<file path="config.mk">
export PLATFORM = sky130hd
export DESIGN_NAME = uart_tx_controller
export DESIGN_NICKNAME = d
export VERILOG_FILES = /design/src/rtl/uart_pkg.sv /design/src/rtl/baud_tick_gen.sv /design/src/rtl/uart_tx_controller.sv
export SDC_FILE = /design/constraint.sdc
export NUM_CORES = 1
export LEC_CHECK = 0
export CORE_UTILIZATION = 50
export CTS_CLUSTER_DIAMETER = 150
export DETAILED_ROUTE_END_ITERATION = 10
export HOLD_SLACK_MARGIN = 0.05
export PLACE_DENSITY = 0.74
export REMOVE_ABC_BUFFERS = 1
export SLEW_MARGIN = 20
export SYNTH_ARGS = -nofsm -noshare
export SYNTH_HDL_FRONTEND = slang
export SYNTH_SLANG_ARGS = --single-unit
</file>
<file path="constraint.sdc">
create_clock -name clk -period 3.75 [get_ports clk]
set_input_delay 0.5625 -clock clk [delete_from_list [all_inputs] [get_ports clk]]
set_output_delay 0.5625 -clock clk [all_outputs]
set_load 0.05 [all_outputs]
</file>
<file path="src/rtl/uart_pkg.sv">
// uart_pkg: shared UART constants, rate codes, FSM states and divisor lookup.
// Holds the 100 MHz divisor table and a rounding fallback for other clocks.
package uart_pkg;
  typedef enum logic [2:0] {
    BAUD300, BAUD1200, BAUD4800, BAUD9600,
    BAUD19200, BAUD38400, BAUD57600, BAUD115200
  } baud_e;
  typedef enum logic [2:0] {IDLE, START, DATA, PARITY, STOP} state_e;
  localparam int OVERSAMPLE = 16;
  localparam int FRAME_BITS = 11;
  localparam logic [14:0] DIVISOR [8] = '{
    15'd20833, 15'd5208, 15'd1302, 15'd651, 15'd326, 15'd163, 15'd109, 15'd54
  };
  localparam int BAUD_RATE [8] = '{300, 1200, 4800, 9600, 19200, 38400, 57600, 115200};
  // The table is exact for 100 MHz x16; any other clock rounds to nearest.
  function automatic logic [14:0] calc_divisor(input int clk_hz, input int os, input logic [2:0] code);
    return (clk_hz == 100_000_000 && os == OVERSAMPLE) ? DIVISOR[code] :
      15'((clk_hz + os * BAUD_RATE[code] / 2) / (os * BAUD_RATE[code]));
  endfunction
endpackage

</file>
<file path="src/rtl/baud_tick_gen.sv">
// baud_tick_gen: free-running divider producing one sample tick every D clocks.
// Ports: clk, reset (async, high), baud_select (rate code), clear (zero the
// divider), tick (high for the clock where the count sits at D-1).
module baud_tick_gen
  import uart_pkg::*;
#(
  parameter int CLK_HZ = 100_000_000,
  parameter int OVERSAMPLE = 16
) (
  input  logic       clk,
  input  logic       reset,
  input  logic [2:0] baud_select,
  input  logic       clear,
  output logic       tick
);
  logic [14:0] div_tab [8];
  logic [14:0] count;
  for (genvar i = 0; i < 8; i++) begin : g_div
    assign div_tab[i] = calc_divisor(CLK_HZ, OVERSAMPLE, 3'(i));
  end
  assign tick = count == div_tab[baud_select] - 15'd1;
  always_ff @(posedge clk or posedge reset)
    if (reset) count <= '0;
    else count <= (clear || tick) ? '0 : count + 15'd1;
endmodule

</file>
<file path="src/rtl/uart_tx_controller.sv">
// uart_tx_controller: serialises one byte per write as start, 8 data LSB-first,
// even parity, stop. Ports: clk, reset (async, high), baud_select (rate code),
// Tx_EN (gates new writes), Tx_WR (write strobe), Tx_DATA (byte), TxD (serial
// line, idle high), Tx_BUSY (high from acceptance to end of stop bit).
module uart_tx_controller
  import uart_pkg::*;
#(
  parameter int CLK_HZ = 100_000_000,
  parameter int OVERSAMPLE = 16
) (
  input  logic       clk,
  input  logic       reset,
  input  logic [2:0] baud_select,
  input  logic       Tx_EN,
  input  logic       Tx_WR,
  input  logic [7:0] Tx_DATA,
  output logic       TxD,
  output logic       Tx_BUSY
);
  localparam int SW = $clog2(OVERSAMPLE);
  state_e state, nxt;
  logic [7:0] data_q;
  logic par_q, tick, accept, bit_end, txd_nxt;
  logic [2:0] rate_q, bit_idx, bit_nxt;
  logic [SW-1:0] sample;
  assign accept = Tx_WR & Tx_EN & ~Tx_BUSY;
  assign bit_end = tick & (sample == SW'(OVERSAMPLE - 1));
  // Rate is latched at acceptance so a mid-frame baud_select change is ignored.
  baud_tick_gen #(.CLK_HZ(CLK_HZ), .OVERSAMPLE(OVERSAMPLE)) u_tick (
    .clk(clk), .reset(reset), .baud_select(rate_q), .clear(accept), .tick(tick)
  );
  always_comb begin
    nxt = state;
    case (state)
      IDLE:    nxt = accept ? START : IDLE;
      START:   nxt = bit_end ? DATA : START;
      DATA:    nxt = (bit_end && bit_idx == 3'd7) ? PARITY : DATA;
      PARITY:  nxt = bit_end ? STOP : PARITY;
      STOP:    nxt = bit_end ? IDLE : STOP;
      default: nxt = IDLE;
    endcase
    bit_nxt = (state == DATA && bit_end) ? bit_idx + 3'd1 : bit_idx;
    // Outputs are computed from the next state so TxD/Tx_BUSY can be flops.
    txd_nxt = nxt == START ? 1'b0 : nxt == DATA ? data_q[bit_nxt] : nxt == PARITY ? par_q : 1'b1;
  end
  always_ff @(posedge clk or posedge reset)
    if (reset) begin
      state   <= IDLE;
      data_q  <= '0;
      par_q   <= 1'b0;
      rate_q  <= '0;
      bit_idx <= '0;
      sample  <= '0;
      TxD     <= 1'b1;
      Tx_BUSY <= 1'b0;
    end else begin
      state   <= nxt;
      bit_idx <= bit_nxt;
      TxD     <= txd_nxt;
      Tx_BUSY <= nxt != IDLE;
      if (accept) begin
        data_q <= Tx_DATA;
        par_q  <= ^Tx_DATA;
        rate_q <= baud_select;
        sample <= '0;
      end else if (tick && state != IDLE) begin
        sample <= bit_end ? '0 : sample + SW'(1);
      end
    end
endmodule

</file>
# Word level (Yosys, flattened, before mapping)
# Memory sizes are Yosys's and may differ from the RTL's.
# Cells that the tools add are included.
# Widths: inputs -> output; s select.
# totals
regBits,39
romBits,120
in_bits,15
out_inout_bits,2
wordCells,58
mem_count,1
# classes
add_sub_neg,4
n_lt_le_gt_ge,2
eq_ne,10
mux,18
n_bitwise,5
reduce_logical,9
# memory_table
memory,words,word_bits,read_ports,rd_ports_with_merged_regs,write_ports,line,text
(name not given),8,15,1,0,0,baud_tick_gen.sv:21,assign tick = count == div_tab[baud_select] - 15'd1;
# op_table
operator,n
$mux 15,3
$add 15x1->15 const B,1
$eq 15x15->1,1
$pmux 3 s5,1
$sub 15x1->15 const B,1
$eq 3x2->1 const B,4
$mux 4,3
$mux 3,3
$reduce_xor 8->1,1
$eq 3x1->1 const B,2
$eq 3x3->1 const B,2
$mux 1,6
$reduce_bool 3->1,2
$add 4x1->4 const B,1
$eq 4x4->1 const B,1
$ge 4x4->1 const B,1
$lt 3x4->1 const B,1
$not 3->4,1
$add 3x1->3 const B,1
$and 1x1->1,3
$bmux 1 s3,1
$logic_and 1x1->1,3
$logic_not 3->1,1
$mux 2,1
3 further kinds,3

# Longest topological paths before layout
# Gate-level depths: netlist (run 1).
# logic_depth
ltp_word,14
depth_mapped,16
depth_no_buf,14

# By module
# A second synthesis (run 1) with hierarchy kept.
# unflattened
cells_unflattened,305
hier_area_um2,2795.2
# modules_own_cells
mod,instances,cells_per_inst,area_each_um2,seq_area_each_um2
baud_tick_gen,1,169,1508.9,375.4
uart_tx_controller,1,136,1286.2,601.8

# Least setup slack after synthesis (run 1)
# Ideal clock, no wire load.
# synth_timing
kind,flip-flop to flip-flop
from,register rate_q[1]
to,register bit_idx[1]
setup_time_ns,0.125
arrival_ns,3.661
required_time_ns,3.625
path_slack_ns,-0.036
stages_incl_launch_ff,15
n_path_buf,2
period_less_slack_ns,3.786
cell_sequence,dfrtp_1 buf_2 inv_1 ha_1 buf_4 xor2_1 ha_1 nor2b_1 o2111ai_2 o22ai_1 xor2_1 or4_4 nor4b_4 nor4b_4 mux2_2
# synth_between
elab_chain_cells,9
# synth_rtl
item,line,text
from (decl),uart_tx_controller.sv:24,"logic [2:0] rate_q, bit_idx, bit_nxt;"
from (signal assigned),uart_tx_controller.sv:64,rate_q <= baud_select;
$not 3->4 (not written as such),baud_tick_gen.sv:21,
$mem_v2 8x15,--,
$mux 15 (not written as such) (2 in a row),baud_tick_gen.sv:21,
$sub 15x1->15,baud_tick_gen.sv:21,
$eq 15x15->1,baud_tick_gen.sv:21,
$and 1x1->1,uart_tx_controller.sv:27,assign bit_end = tick & (sample == SW'(OVERSAMPLE - 1));
$logic_and 1x1->1,uart_tx_controller.sv:42,bit_nxt = (state == DATA && bit_end) ? bit_idx + 3'd1 : bit_idx;
$mux 3,uart_tx_controller.sv:42,
named net bit_nxt[1],uart_tx_controller.sv:24,
to (signal assigned),uart_tx_controller.sv:58,bit_idx <= bit_nxt;
to (decl),uart_tx_controller.sv:24,
# The timed path passes the listed nets, and every way through them passes these cells. The select of a mux whose other input is x is not followed.
# A chain may end at the register's enable or synchronous reset.

# Final worst setup path (run 1)
# layout_timing
from,register rate_q[1]
to,register sample[3]
# layout_between
elab_chain_cells,10
word_cells_on_any_way,12
classes_between,1 x add/sub; 1 x eq/ne; 5 x mux; 2 x bitwise; 2 x reduce/logical; 1 x memory
# layout_rtl
item,line,text
$not 3->4 (not written as such) (*),baud_tick_gen.sv:21,
$mem_v2 8x15 (*),--,
$mux 15 (not written as such) (*) (2 in a row),baud_tick_gen.sv:21,
$sub 15x1->15 (*),baud_tick_gen.sv:21,
$eq 15x15->1 (*),baud_tick_gen.sv:21,
$and 1x1->1,uart_tx_controller.sv:27,
$mux 4,uart_tx_controller.sv:67,sample <= bit_end ? '0 : sample + SW'(1);
$mux 4,uart_tx_controller.sv:66,end else if (tick && state != IDLE) begin
$mux 4,uart_tx_controller.sv:61,if (accept) begin
to (signal assigned),uart_tx_controller.sv:67,
to (decl),uart_tx_controller.sv:25,logic [SW-1:0] sample;
# Every way passes the cells marked *; elsewhere a longest branch is shown, timed or not. The select of a mux whose other input is x is not followed.

==> results.ini, run 1 <==
[clock_tree]
cts_tree=built
cts.path.max_buffers=2
cts_buffers=5
cts-root-buf=clkbuf_8
cts_setup_buffers=0
cts.sinks=39
postCtsResizedCells=0
insertion_delay_ns=0.29
ctsHoldBuffers=0
clkTransAtPathRegs_ns=0.08
ctsHtreeMaxLevel=2

[routing]
dr.first_iter.drc_count=133
drc_errors=0
wl_mm=5.679
first_pass_iters=4
vias=2141
ant_nets=0
wire_per_inst_um=14.75
avgViaCountPerCell=5.561

[min_path]
hold_start=par_q
hold_end=par_q
hold_path.class=reg -> reg
hold_depth=2

[worst_setup_path]
path_cells=inv_1, ha_1, xor2_1, ha_1, nor2b_2, o2111ai_2, o22ai_1, xor2_1, or4_4, or4b_4, or3_1, a21oi_1
start_kind=flip-flop
worstPathRequired_ns=3.97
max_stage_delay_ns=0.58
cp_max_fo=6
critPathSlowestCell=or4b_4
worstPathArrival_ns=3.76
reg2reg_depth=12
r2r_setup_slack_ns=0.21
reg2reg_from=rate_q[1]
setup.worst_path.end_class=flip-flop
r2r_end=sample[3]
critical_path_class=reg -> reg

[global_routing]
track_usage_pct=21.37
grt_antenna_before_repair=0
grt_pass1_wl_mm=9.170
grt_pass1_vias=1968
grt_start_max_net_pins=40
grt_overflow=0

[timing]
setup_viol=0
hold_violations=0
rsz0062_at_grt=false
fin_worst_skew_ns=0.008166
fin_crit_ns=3.541
drv_slew=0
holdWs_ns=0.4967
fin_crit_sh_pct=94.42
fmax_mhz=282.4
tightest_slew_ns=0.4981
slew_headroom_pct=66.69

[final_layout]
nets=341
antenna_cells=0
areaGrowthSynthToFinish_pct=11.55
stdcell_count=385
drive_gt1_share_pct=11.11
final_cell_mix=nand2_1 (41), dfrtp_1 (38), nor2_1 (31)
final_common_cell=nand2_1

[floorplan]
start_util_pct=52.78
die-height_um=75.90
core_area_um2=5172
design.die.area_um2=5760
io_pins=17
die_w_um=75.90
fp-row-count=26

[place]
dpl.hpwl_mm=4.103
dp.cells=377
port_buffers=16
routabilityCongestion=0.8558

[logic_synthesis]
synthTopCellsByArea=dfrtp_1 (35%), xnor2_1 (8.7%), nand2_1 (5.6%)
ys_seq_area_share_pct=35.79
async_flop_share_pct=100.0
synth_area_um2=2730
synth_top_area_share_pct=34.83
ys.warnings.count=0
ys_types=52
synth-seq-cells=39
synth_ff_type=dfrtp_1
synthCells=299
yosys.area.top_type=dfrtp_1
synth-edff-count=0
syn_avg_cell_area_um2=9.131

[pwr]
vdd_drop_max_mv=0.3383
cellPowerDensity_nw_per_um2=698.9
cellLeakagePower_nw=1.324

[status]
outcome=complete, no violations

[run]
drv_cap=0

critical path: cells and delay by family (launching register included):
family	cells	cell delay [ns]
AND/OR/NAND/NOR	4	1.69
AO/OA/AOI/OAI	3	0.51
adder cells (fa/ha/maj)	2	0.47
flip-flops	1	0.39
XOR/XNOR	2	0.27
buffers and inverters	1	0.13
cell usage after synthesis, types with 5 or more instances:
cell type	instances
dfrtp_1	38
nor2_1	31
a21oi_1	8
ha_1	12
nor2b_1	6
o21ai_0	7
clkbuf_1	7
inv_1	12
nand3_1	13
xor2_1	16
nor3_1	5
nand2_1	41
xnor2_1	27
mux2i_1	7
final cells by class:
class | count | area (um2)
Clock buffer | 6 | 72.57
Clock inverter | 2 | 12.51
Fill cell | 465 | 2127
Inverter | 12 | 45.04
Multi-Input combinational cell | 231 | 1623
Sequential cell | 39 | 977.2
Tap cell | 70 | 87.58
Timing Repair Buffer | 25 | 227.7
kinds of logic after synthesis:
logic type	count (synthesis)	synth area share [%]
flops	39	35.79
buf+inv	29	4.995
mux	13	6.691
simple gates	127	24.34
xor+xnor	43	13.79
fa+ha+maj	12	5.499
compound gates	36	8.890
worst max path at each step:
| stage | from | end | slack (ns) | cells after the start |
|---|---|---|---|---|
| 2_1_floorplan | rate_q[1] | bit_idx[1] | -0.06 | 12 |
| 4_1_cts | rate_q[0] | sample[3] | 0.03 | 12 |
| 3_5_place_dp | rate_q[0] | sample[3] | 0.09 | 12 |
| 5_1_grt | rate_q[1] | sample[3] | 0.04 | 12 |
| 3_3_place_gp | rate_q[0] | sample[3] | 0.20 | 12 |
| 6_report | rate_q[1] | sample[3] | 0.21 | 12 |
power breakdown:
group	total, mW	internal [mW]	switching [mW]
combinational	1.19	0.557	0.632
clock	0.277	0.130	0.147
sequential	0.663	0.534	0.129
total	2.13	1.22	0.908
sequential cells by signal, summed over array words and instances (netlist names):
name          cells
TxD               1
Tx_BUSY           1
bit_idx           3
data_q            8
par_q             1
rate_q            3
sample            4
state             3
u_tick.count     15
layer usage:
layer	global-route usage [%]	routed length (um)	up-vias
met5	0	0	-
met4	5.144	51	0
met3	3.968	175	5
met2	34.61	2712	40
met1	29.63	2740	1045
li1	-	-	1051
stage by stage:
step	setup WS (ns)	total power [mW]	TNS (ns)	util [%]	area (um2)
final	0.2092	2.128	0	58.88	3045
after global routing	0.03843	2.282	0	58.88	3045
after CTS	0.03471	2.124	0	58.76	3039
after detailed placement	0.09363	1.835	0	57.11	2954
after global placement	0.2031	1.793	0	57.11	2954
after floorplan	-0.06199	1.540	-0.1374	-	2639
Power figures use the tool's default switching activity.
==> inputs of run 2 (changes only) <==
--- a/config.mk
+++ b/config.mk
@@ -5,11 +5,13 @@
 export SDC_FILE = /design/constraint.sdc
 export NUM_CORES = 1
 export LEC_CHECK = 0
+export CORE_MARGIN = 4
 export CORE_UTILIZATION = 50
 export CTS_CLUSTER_DIAMETER = 150
+export CTS_CLUSTER_SIZE = 24
 export DETAILED_ROUTE_END_ITERATION = 10
 export HOLD_SLACK_MARGIN = 0.05
-export PLACE_DENSITY = 0.74
+export PLACE_DENSITY = 0.72
 export REMOVE_ABC_BUFFERS = 1
 export SLEW_MARGIN = 20
 export SYNTH_ARGS = -nofsm -noshare
==> results.ini, run 2 (synthesized netlist as in run 1, its figures left out) <==
[floorplan]
start_util_pct=52.45  ; -0.33 points
die_w_um=81.90  ; +7.9%
core_area_um2=5205  ; +0.63%
die-height_um=81.90  ; +7.9%
design.die.area_um2=6707  ; +16%
fp-row-count=26  ; unchanged
io_pins=17  ; unchanged

[min_path]
hold_path.class=reg -> reg
hold_depth=2  ; unchanged
hold_end=data_q[3]
hold_start=data_q[3]

[global_routing]
grt_pass1_wl_mm=9.073  ; -1.1%
grt_overflow=0  ; unchanged
grt_antenna_before_repair=0  ; unchanged
grt_pass1_vias=1941  ; -1.4%
track_usage_pct=17.45  ; -3.9 points
grt_start_max_net_pins=30  ; -25%

[final_layout]
largestRegisters=u_tick.count x15, data_q x8, sample x4
antenna_cells=0  ; unchanged
fin_area_um2=3035  ; -0.33%
final_cell_mix=nand2_1 (41), dfrtp_1 (38), nor2_1 (31)
final_common_cell=nand2_1
largest_reg_flops=15  ; unchanged
final_util_pct=58.32  ; -0.56 points
areaGrowthSynthToFinish_pct=11.18
n_fill_cell=487  ; +4.7%
nets=340  ; -0.29%
drive_gt1_share_pct=10.51  ; -0.60 points
largest_register=u_tick.count

[place]
dpl.hpwl_mm=3.924  ; -4.4%
port_buffers=16  ; unchanged
routabilityCongestion=0.8699  ; +1.6%
placed_cell_area_um2=2947  ; -0.25%
pre_cts_ws_ns=0.09997  ; +0.006339 ns

[routing]
vias=2082  ; -2.8%
ant_nets=0  ; unchanged
avgViaCountPerCell=5.422  ; -2.5%
dr.first_iter.drc_count=129  ; -3.0%
wl_mm=5.349  ; -5.8%
drc_errors=0  ; unchanged
wire_per_inst_um=13.93  ; -5.6%
first_pass_iters=4  ; unchanged

[timing]
tightest_slew_ns=0.4958  ; -0.002325 ns
setup_viol=0  ; unchanged
finalWorstSetupSlack_ns=0.1803  ; -0.02885 ns
fmax_mhz=280.1  ; -0.81%
slew_headroom_pct=66.84  ; +0.16 points
hold_violations=0  ; unchanged
fin_crit_ns=3.570  ; +0.02885 ns
fin_worst_skew_ns=0.005030  ; -0.003136 ns
fin_crit_sh_pct=95.19  ; +0.77 points
drv_slew=0  ; unchanged
rsz0062_at_grt=false
holdWs_ns=0.5055  ; +0.008725 ns

[clock_tree]
ctsHtreeMaxLevel=2  ; unchanged
cts.path.max_buffers=2  ; unchanged
clkTransAtPathRegs_ns=0.08  ; about the same
ctsHoldBuffers=0  ; unchanged
insertion_delay_ns=0.29  ; about the same
cts.sinks=39  ; unchanged
cts-root-buf=clkbuf_8
cts_tree=built
cts_buffers=5  ; unchanged

[worst_setup_path]
cp_max_fo=6  ; unchanged
r2r_setup_slack_ns=0.18  ; -0.03 ns
start_kind=flip-flop
worstPathArrival_ns=3.79  ; +0.03 ns
reg2reg_from=rate_q[1]
setup.worst_path.end_class=flip-flop
reg2reg_depth=12  ; unchanged
r2r_end=sample[3]
worstPathRequired_ns=3.97  ; about the same
critical_path_class=reg -> reg

[run]
drv_cap=0  ; unchanged

[pwr]
cellLeakagePower_nw=1.318  ; -0.41%
vdd_drop_max_mv=0.4518  ; +34%
cellPowerDensity_nw_per_um2=691.8  ; -1.0%

[status]
outcome=complete, no violations

## run 2: cell types whose count changed in the layout (fill, tap and decap cells not counted)
cell	change
buf_4	-1
nor2b_1	+1
nor2b_2	-1
## run 2: worst max-delay path by stage
stage | from | endpoint | slack (ns) | cells after the start
5_1_grt | rate_q[1] | sample[3] | 0.004 | 12
2_1_floorplan | rate_q[1] | bit_idx[1] | -0.06 | 12
3_5_place_dp | rate_q[0] | sample[3] | 0.1 | 12
4_1_cts | rate_q[0] | sample[3] | 0.09 | 12
3_3_place_gp | rate_q[0] | sample[3] | 0.20 | 12
6_report | rate_q[1] | sample[3] | 0.18 | 12
## run 2: layout make-up
type	instances	area (um2)	share of cell area, %
flip-flops and latches	39	977.2	32.19
clock inverters	2	12.51	0.4122
well taps	70	87.58	2.885
repair buffers	24	220.2	7.255
multi-input cells	231	1620	53.38
inverters	12	45.04	1.484
clock buffers	6	72.57	2.391
## run 2: metrics by stage
stage	power, mW	cells	TNS [ns]
after CTS	2.100	384	0
after floorplan	1.540	282	-0.1374
final	2.100	384	0
after global routing	2.269	384	0
after global placement	1.789	376	0
after detailed placement	1.816	376	0
## run 2: power by group
group	leakage, nW	internal [mW]	switching [mW]
logic	0.775	0.546	0.613
clock network	0.0412	0.130	0.151
registers	0.502	0.534	0.126
## run 2: worst max-delay path, stage by stage, from the launching register on
cell and delay [ns]:
dfrtp_1 0.38, inv_1 0.13, ha_1 0.27, xor2_1 0.17, ha_1 0.20, nor2b_1 0.21, o2111ai_2 0.17, o22ai_1 0.20
xor2_1 0.10, or4_4 0.57, or4b_4 0.58, or3_1 0.36, a21oi_1 0.15
## run 2: repair_timing
action	CTS	global route
setup endpoints to repair	0	3
buffers inserted	0	0
resized for setup	0	2
## run 2: layer usage
| layer | track usage, % | part of all wire, % | vias to the layer above |
|---|---|---|---|
| met4 | 3.987 | 0.88 | 0 |
| met2 | 27.87 | 47 | 33 |
| met3 | 2.961 | 3.5 | 5 |
| li1 | - | - | 1052 |
| met1 | 24.71 | 49 | 992 |
| met5 | 0 | 0 | - |
==> inputs of run 3 (changes only) <==
--- a/config.mk
+++ b/config.mk
@@ -8,9 +8,10 @@
 export CORE_MARGIN = 4
 export CORE_UTILIZATION = 50
 export CTS_CLUSTER_DIAMETER = 150
-export CTS_CLUSTER_SIZE = 24
+export CTS_CLUSTER_SIZE = 8
 export DETAILED_ROUTE_END_ITERATION = 10
 export HOLD_SLACK_MARGIN = 0.05
+export MAX_ROUTING_LAYER = met4
 export PLACE_DENSITY = 0.72
 export REMOVE_ABC_BUFFERS = 1
 export SLEW_MARGIN = 20
==> results.ini, run 3 (synthesized netlist as in run 1, its figures left out) <==
[status]
outcome=complete, no violations

[pwr]
power_mw=2.098  ; about the same
cellLeakagePower_nw=1.318  ; unchanged
vdd_drop_max_mv=0.4486  ; -0.70%
cellPowerDensity_nw_per_um2=691.2  ; about the same

[final_layout]
nets=340  ; unchanged
areaGrowthSynthToFinish_pct=11.18  ; unchanged
n_fill_cell=487  ; unchanged
final_common_cell=nand2_1
ff_latch_area_um2=977.2  ; unchanged
drive_gt1_share_pct=10.51  ; unchanged
fin_area_um2=3035  ; unchanged
largest_register=u_tick.count
antenna_cells=0  ; unchanged
multi_input_area_um2=1620  ; unchanged
final_cell_mix=nand2_1 (41), dfrtp_1 (38), nor2_1 (31)
largestRegisters=u_tick.count x15, data_q x8, sample x4
stdcell_count=384  ; unchanged
largest_reg_flops=15  ; unchanged

[worst_setup_path]
setup.worst_path.end_class=flip-flop
cp_max_fo=6  ; unchanged
crit_family=simple AND/OR/NAND/NOR gates
worstPathArrival_ns=3.79  ; about the same
worstPathRequired_ns=3.97  ; about the same
path_buf_inv=1  ; unchanged
critPathSlowestCell=or4b_4
max_stage_delay_ns=0.58  ; about the same
start_kind=flip-flop
path_cells=inv_1, ha_1, xor2_1, ha_1, nor2b_1, o2111ai_2, o22ai_1, xor2_1, or4_4, or4b_4, or3_1, a21oi_1
critical_path_class=reg -> reg

[global_routing]
grt_antenna_before_repair=0  ; unchanged
grt_overflow=0  ; unchanged
grt_start_max_net_pins=30  ; unchanged
grt_pass1_wl_mm=9.052  ; -0.23%
track_usage_pct=17.97  ; +0.52 points
grt_pass1_vias=1944  ; +0.15%

[timing]
fin_worst_skew_ns=0.005087  ; +0.00005690 ns
rsz0062_at_grt=false
slew_headroom_pct=66.84  ; unchanged
setup_viol=0  ; unchanged
hold_violations=0  ; unchanged
tightest_slew_ns=0.4958  ; unchanged
holdWs_ns=0.5085  ; +0.003067 ns
drv_slew=0  ; unchanged
fin_crit_sh_pct=95.26  ; about the same
fmax_mhz=279.9  ; about the same
fin_crit_ns=3.572  ; +0.002725 ns

[floorplan]
fp-row-count=26  ; unchanged
design.die.area_um2=6707  ; unchanged
io_pins=17  ; unchanged
start_util_pct=52.45  ; unchanged
die-height_um=81.90  ; unchanged
core_area_um2=5205  ; unchanged
die_w_um=81.90  ; unchanged

[routing]
drc_errors=0  ; unchanged
wire_per_inst_um=13.86  ; -0.50%
vias=2059  ; -1.1%
avgViaCountPerCell=5.362  ; -1.1%
ant_nets=0  ; unchanged
first_pass_iters=4  ; unchanged
dr.first_iter.drc_count=124  ; -3.9%
wl_mm=5.322  ; -0.50%

[clock_tree]
insertion_delay_ns=0.29  ; about the same
cts-root-buf=clkbuf_8
cts_tree=built
cts.sinks=39  ; unchanged
cts_buffers=5  ; unchanged
ctsHoldBuffers=0  ; unchanged
clkTransAtPathRegs_ns=0.08  ; about the same
ctsHtreeMaxLevel=2  ; unchanged
cts.path.max_buffers=2  ; unchanged

[place]
placed_cell_area_um2=2947  ; unchanged
dp.cells=376  ; unchanged
dpl.hpwl_mm=3.924  ; unchanged
routabilityCongestion=0.8841  ; +1.6%
port_buffers=16  ; unchanged

[min_path]
hold_path.class=reg -> reg

[run]
drv_cap=0  ; unchanged

## run 3: through the flow
stage               utilization [%]  setup slack [ns]  setup TNS, ns
finish                        58.32            0.1776              0
global route                  58.32          0.003983              0
CTS                           58.25           0.08537              0
detailed placement            56.61           0.09997              0
global placement              56.61            0.1975              0
floorplan                         -          -0.06199        -0.1374
## run 3: cell type report
cell class | instances | area share [%]
multi-input cells | 231 | 53.38
clock buffers | 6 | 2.391
repair buffers | 24 | 7.255
well taps | 70 | 2.885
flip-flops and latches | 39 | 32.19
inverters | 12 | 1.484
clock inverters | 2 | 0.4122
## run 3: power breakdown
group          switching, mW  internal (mW)
Combinational          0.612          0.546
Clock                  0.149          0.130
Sequential             0.127          0.534
## run 3: worst register-to-register path: stages, from the launching register on
cell	delay [ns]
dfrtp_1	0.38
inv_1	0.13
ha_1	0.27
xor2_1	0.17
ha_1	0.20
nor2b_1	0.21
o2111ai_2	0.17
o22ai_1	0.21
xor2_1	0.10
or4_4	0.57
or4b_4	0.58
or3_1	0.36
a21oi_1	0.15
## run 3: per-layer routing
layer | GRT usage, % | vias up | wire length (um)
li1 | - | 1048 | -
met1 | 24.84 | 972 | 2609
met2 | 27.79 | 34 | 2496
met3 | 2.961 | 5 | 169
met4 | 3.987 | 0 | 47
met5 | - | - | 0
## run 3: final timing paths
check	slack (ns)	cells after the start	end	start
max reg2reg	0.18	12	sample[3]	rate_q[1]
min reg2reg	0.51	2	data_q[3]	data_q[3]
max	0.18	12	sample[3]	rate_q[1]
min	0.51	2	data_q[3]	data_q[3]
max in group asynchronous	2.45	3	TxD	reset
min in group asynchronous	0.55	2	data_q[3]	reset
## run 3: timing repair
action	in CTS	in global routing
buffers inserted	0	0
resized for setup	0	2
endpoints found under the setup margin	0	3
